### config.mk
export PLATFORM = sky130hd
export DESIGN_NAME = fetch_stage
export DESIGN_NICKNAME = d
export VERILOG_FILES = /design/src/rtl/fetch_stage.sv
export SDC_FILE = /design/constraint.sdc
export NUM_CORES = 1
export LEC_CHECK = 0
export CAP_MARGIN = 10
export CORE_MARGIN = 2
export CORE_UTILIZATION = 34
export CTS_CLUSTER_DIAMETER = 120
export DETAILED_ROUTE_END_ITERATION = 12
export GPL_ROUTABILITY_DRIVEN = 0
export GPL_TIMING_DRIVEN = 0
export HOLD_SLACK_MARGIN = 0.12
export PLACE_DENSITY = 0.6
export SLEW_MARGIN = 5
export SYNTH_ARGS = -nofsm -noshare
export SYNTH_HDL_FRONTEND = slang
export SYNTH_SLANG_ARGS = --single-unit
export TNS_END_PERCENT = 20
### constraint.sdc
create_clock -name clk -period 4.9 [get_ports clk]
set_clock_uncertainty 0.05 [all_clocks]
set_input_delay 0.49 -clock clk [delete_from_list [all_inputs] [get_ports clk]]
set_output_delay 0.49 -clock clk [all_outputs]
set_load 0.005 [all_outputs]
### src/rtl/fetch_stage.sv
// fetch_stage
// Instruction-fetch stage plus IF/ID pipeline register for the MIPS datapath.
// Owns the PC, reads one instruction word at a time from instruction memory
// over a request/ready handshake, and hands the fetched word, its PC+4 and a
// valid bit to decode. Handles decode stalls with a one-entry skid buffer,
// beq redirects from execute, and memory wait states. No instruction is lost
// or duplicated.
//
// Ports
//   clk            sole clock, rising edge
//   reset          synchronous, active-high
//   stall          hazard unit: hold IF/ID contents this cycle
//   branch_taken   execute-stage beq taken; flushes IF/ID and redirects
//   branch_target  redirect address, valid with branch_taken
//   imem_req       read request; address held stable until imem_ready
//   imem_addr      read address (the PC register)
//   imem_ready     imem_rdata valid this cycle; completes the request
//   imem_rdata     instruction word
//   if_id_instr    registered instruction, 0 when invalid
//   if_id_pc4      registered PC+4 of that instruction, 0 when invalid
//   if_id_valid    IF/ID holds a real instruction
//   opcode         if_id_instr[31:26] for the main control decoder

module fetch_stage #(
    parameter logic [31:0] RESET_PC = 32'h0000_0000
) (
    input  logic        clk,
    input  logic        reset,
    input  logic        stall,
    input  logic        branch_taken,
    input  logic [31:0] branch_target,
    output logic        imem_req,
    output logic [31:0] imem_addr,
    input  logic        imem_ready,
    input  logic [31:0] imem_rdata,
    output logic [31:0] if_id_instr,
    output logic [31:0] if_id_pc4,
    output logic        if_id_valid,
    output logic [5:0]  opcode
);

    // FETCH: normal fetching. HOLD: a word fetched during a stall is parked
    // in the skid buffer and no new request is issued. KILL: a read that a
    // branch made stale is still outstanding; wait for it and throw it away.
    typedef enum logic [1:0] {
        FETCH = 2'd0,
        HOLD  = 2'd1,
        KILL  = 2'd2
    } state_t;

    state_t      state_q, state_d;
    logic [31:0] pc_q, pc_d;
    logic [31:0] redirect_pc_q, redirect_pc_d;
    logic [31:0] buf_instr_q, buf_instr_d;
    logic [31:0] buf_pc4_q, buf_pc4_d;
    logic [31:0] if_id_instr_q, if_id_instr_d;
    logic [31:0] if_id_pc4_q, if_id_pc4_d;
    logic        if_id_valid_q, if_id_valid_d;
    logic [31:0] pc_plus4;

    // 32-bit modulo increment: 32'hFFFF_FFFC wraps to 0.
    assign pc_plus4 = pc_q + 32'd4;

    // Next-state logic. Branch outranks stall everywhere; every path that
    // flushes loads an all-zero bubble into IF/ID.
    always_comb begin
        state_d       = state_q;
        pc_d          = pc_q;
        redirect_pc_d = redirect_pc_q;
        buf_instr_d   = buf_instr_q;
        buf_pc4_d     = buf_pc4_q;
        if_id_instr_d = if_id_instr_q;
        if_id_pc4_d   = if_id_pc4_q;
        if_id_valid_d = if_id_valid_q;

        case (state_q)
            FETCH: begin
                if (branch_taken) begin
                    if_id_instr_d = 32'd0;
                    if_id_pc4_d   = 32'd0;
                    if_id_valid_d = 1'b0;
                    if (imem_ready) begin
                        // Returned word is on the wrong path; drop it.
                        pc_d = branch_target;
                    end else begin
                        // Address must stay put until the stale read completes.
                        redirect_pc_d = branch_target;
                        state_d       = KILL;
                    end
                end else if (imem_ready) begin
                    pc_d = pc_plus4;
                    if (stall) begin
                        buf_instr_d = imem_rdata;
                        buf_pc4_d   = pc_plus4;
                        state_d     = HOLD;
                    end else begin
                        if_id_instr_d = imem_rdata;
                        if_id_pc4_d   = pc_plus4;
                        if_id_valid_d = 1'b1;
                    end
                end else if (!stall) begin
                    if_id_instr_d = 32'd0;
                    if_id_pc4_d   = 32'd0;
                    if_id_valid_d = 1'b0;
                end
            end

            KILL: begin
                if_id_instr_d = 32'd0;
                if_id_pc4_d   = 32'd0;
                if_id_valid_d = 1'b0;
                if (branch_taken) begin
                    redirect_pc_d = branch_target;
                end
                if (imem_ready) begin
                    pc_d    = branch_taken ? branch_target : redirect_pc_q;
                    state_d = FETCH;
                end
            end

            HOLD: begin
                if (branch_taken) begin
                    buf_instr_d   = 32'd0;
                    buf_pc4_d     = 32'd0;
                    pc_d          = branch_target;
                    if_id_instr_d = 32'd0;
                    if_id_pc4_d   = 32'd0;
                    if_id_valid_d = 1'b0;
                    state_d       = FETCH;
                end else if (!stall) begin
                    if_id_instr_d = buf_instr_q;
                    if_id_pc4_d   = buf_pc4_q;
                    if_id_valid_d = 1'b1;
                    state_d       = FETCH;
                end
            end

            default: begin
                state_d = FETCH;
            end
        endcase
    end

    // State registers with synchronous reset.
    always_ff @(posedge clk) begin
        if (reset) begin
            state_q       <= FETCH;
            pc_q          <= RESET_PC;
            redirect_pc_q <= 32'd0;
            buf_instr_q   <= 32'd0;
            buf_pc4_q     <= 32'd0;
            if_id_instr_q <= 32'd0;
            if_id_pc4_q   <= 32'd0;
            if_id_valid_q <= 1'b0;
        end else begin
            state_q       <= state_d;
            pc_q          <= pc_d;
            redirect_pc_q <= redirect_pc_d;
            buf_instr_q   <= buf_instr_d;
            buf_pc4_q     <= buf_pc4_d;
            if_id_instr_q <= if_id_instr_d;
            if_id_pc4_q   <= if_id_pc4_d;
            if_id_valid_q <= if_id_valid_d;
        end
    end

    // Request is suppressed during reset so an in-flight read is abandoned.
    assign imem_req    = !reset && (state_q != HOLD);
    assign imem_addr   = pc_q;
    assign if_id_instr = if_id_instr_q;
    assign if_id_pc4   = if_id_pc4_q;
    assign if_id_valid = if_id_valid_q;
    assign opcode      = if_id_instr_q[31:26];

endmodule

==> flow_metrics.env <==
export IMPL_nNetsFinal=1364
export IMPL_ys_ff_latch=195
export IMPL_final_common_cell="dfxtp_1"
export IMPL_hold_path_depth=2
export IMPL_cts_sinks=195
export IMPL_hold_end="buf_pc4_q[30]"
export IMPL_synthCells=1097
export IMPL_crit_chain="clkdlybuf4s50_1, clkbuf_1, clkbuf_1, clkbuf_1, nor2_1, clkdlybuf4s50_1"
export IMPL_cpPeakStageDelay_ns=0.66
export IMPL_portBuffers=172
export IMPL_hold_class="register to register"
export IMPL_wl_per_cell_um=19.6
export IMPL_yosys_warnings=0
export IMPL_max_cap_violations=0
export IMPL_post_cts_setup_buffers=0
export IMPL_p_leak_nw=4.09
export IMPL_synth_main_ff_cell="dfxtp_1"
export IMPL_ys_seq_area_frac=0.438
export IMPL_firstDrtPassIters=7
export IMPL_cp_common_cell="clkbuf_1"
export IMPL_grt_overflow=0
export IMPL_hold_viol=0
export IMPL_insertion_delay_ns=0.45
export IMPL_period_needed_ns=4.11
export IMPL_dieWidth_um=166
export IMPL_drt_total_wl_um=32100
export IMPL_grt_pass1_vias=8374
export IMPL_n_fill_cell=2604
export IMPL_slew_limit_headroom=0.232
export IMPL_final_seq_area_mm2=0.00390
export IMPL_vias_per_cell=5.56
export IMPL_max_freq_mhz=244
export IMPL_ios=173
export IMPL_area_growth_pct=31.0
export IMPL_r2r_start="state_q[1]"
export IMPL_cts_resized=0
export IMPL_cts_buffers=17
export IMPL_cp_end_kind="primary output"
export IMPL_dieArea_mm2=0.0275
export IMPL_drc_errors=0
export IMPL_grt_max_degree=21
export IMPL_status="completed"
export IMPL_ant_nets=0
export IMPL_worst_pin_slew_ns=1.14
export IMPL_core_area_mm2=0.0259
export IMPL_slew_viol_final=0
export IMPL_r2r_end="buf_instr_q[27]"
export IMPL_p_comb_frac=0.193
export IMPL_cp_required_ns=4.36
export IMPL_synthesis_nets=1171
export IMPL_syn_area_mm2=0.00892
export IMPL_final_cell_mix="dfxtp_1, clkdlybuf4s50_1, nor2_1"
export IMPL_clock_root_buffer="clkbuf_16"
export IMPL_avgSynthCellArea_um2=8.13
export IMPL_reg2reg_setup_slack_ns=1.51
export IMPL_min_from="buf_pc4_q[30]"
export IMPL_synth_edf_count=0
export IMPL_ctsHoldBuffers=0
export IMPL_whs_ns=0.398
export IMPL_first_iter_violations=876
export IMPL_hpwl_um=24100
export IMPL_internal_power_mw=2.75
export IMPL_clk_pin_slew_ns=0.08
export IMPL_r2r_cells=8
export IMPL_critical_path_peak_fanout=10
export IMPL_htree_levels=4
export IMPL_fin_crit_sh=0.838
export IMPL_groute_usage_overall=0.227
export IMPL_p_per_area_mw_per_mm2=341
export IMPL_swShare=0.308
export IMPL_seqPwrFrac=0.444
export IMPL_synthDistinctLibCells=64
export IMPL_critical_path_slowest_cell="clkdlybuf4s50_1"
export IMPL_rsz0062_at_grt="no"
export IMPL_setup_viol=0
export IMPL_start_util=0.344
export IMPL_ys_async_sr_fraction=0
export IMPL_synth_top_area_share=0.438
export IMPL_synth_top_area_cell="dfxtp_1"
export IMPL_fin_setup_tns_ns=0
export IMPL_p_clk_frac=0.363
export IMPL_num_antenna_cells=0
export IMPL_cts_tree="done"
export IMPL_vias=9109
export IMPL_antenna_found_initial=0
export IMPL_p_sw_mw=1.23
export IMPL_start_kind="input port"
export IMPL_row_count=59
export IMPL_irDropWorstVdd_v=0.000209
export IMPL_drive_gt1_frac=0.0453
export IMPL_critPathKind="input port to primary output"
export IMPL_clockBufferDepth=2
export IMPL_arrival_ns=3.57
export IMPL_grt_pass1_wl_um=49300
export IMPL_multi_input_area_mm2=0.00454
export IMPL_die_y_um=166
export IMPL_netlist_top_cells_area="dfxtp_1, nor2_1, a221oi_1, a21oi_1, nand2_1"
registers in the layout, indices dropped and copies added (netlist names):
register / flops
imem_addr: 32
if_id_pc4: 32
buf_pc4_q: 32
buf_instr_q: 32
if_id_instr: 32
redirect_pc_q: 32
if_id_valid: 1
state_q: 2
critical path, delay by kind of cell:
| family | cells | cell delay (ns) |
|---|---|---|
| buffers and inverters | 5 | 2.94 |
| and+or+nand+nor | 1 | 0.11 |
power by group through the flow:
stage	clock network [mW]	registers, mW	logic, mW
3_5_place_dp	0	1.80	0.762
4_1_cts	1.47	1.76	0.765
2_1_floorplan	0	1.78	0.392
3_3_place_gp	0	1.80	0.756
6_report	1.44	1.77	0.770
5_1_grt	1.53	1.78	0.835
area by class of cell:
class                           instances  area share
Clock buffer                           18      0.0367
Buffer                                102      0.0353
Multi-Input combinational cell        782       0.388
Sequential cell                       195       0.334
Clock inverter                         14      0.0160
Inverter                               18     0.00578
Tap cell                              335      0.0359
Timing Repair Buffer                  174       0.148
cell families after synthesis:
logic type,count (synthesis),share of synthesized area
buffers and inverters,120,0.0539
multiplexers,10,0.0115
XOR/XNOR,21,0.0206
adder cells (fa/ha/maj),5,0.00701
AO/OA/AOI/OAI,339,0.261
AND/OR/NAND/NOR,407,0.208
flip-flops,195,0.438
how the worst max path moves through the flow:
stage / from / end / slack (ns) / depth (start not counted)
final: reset / imem_req / 0.79 / 6
after global routing: reset / imem_req / 0.69 / 6
after CTS: reset / imem_req / 0.77 / 6
after detailed placement: reset / imem_req / 0.78 / 6
after global placement: reset / imem_req / 0.75 / 6
after floorplan: state_q[1] / imem_addr[11] / 2.50 / 9
stage by stage:
stage	utilization	setup slack [ns]	power [mW]	area, µm²	std cells
global route	0.451	0.693	4.14	11700	1638
detailed placement	0.427	0.780	2.56	11100	1605
floorplan	-	2.50	2.18	8920	1097
CTS	0.451	0.766	4.00	11700	1637
finish	0.451	0.795	3.98	11700	1638
global placement	0.427	0.746	2.56	11100	1604
cell usage after synthesis, types with 6 or more instances:
cell / n
a211oi_1: 8
a21oi_1: 90
a221oi_1: 58
a22o_1: 12
a22oi_1: 53
a31oi_1: 10
and4_1: 7
buf_1: 10
buf_2: 6
buf_4: 6
clkbuf_1: 80
dfxtp_1: 195
inv_1: 17
mux2i_1: 8
nand2_1: 120
nand3_1: 14
nand4_1: 12
nor2_1: 139
nor2b_1: 6
nor3_1: 68
nor4_1: 11
o21ai_0: 49
xnor2_1: 15
xor2_1: 6
metal layers:
metal	global-route usage	part of all wire	up-vias
li1	-	-	4396
met1	0.315	0.46	4302
met2	0.359	0.46	368
met3	0.0386	0.064	43
met4	0.0756	0.022	0
met5	0	0	-
(Power assumes the default switching activity.)
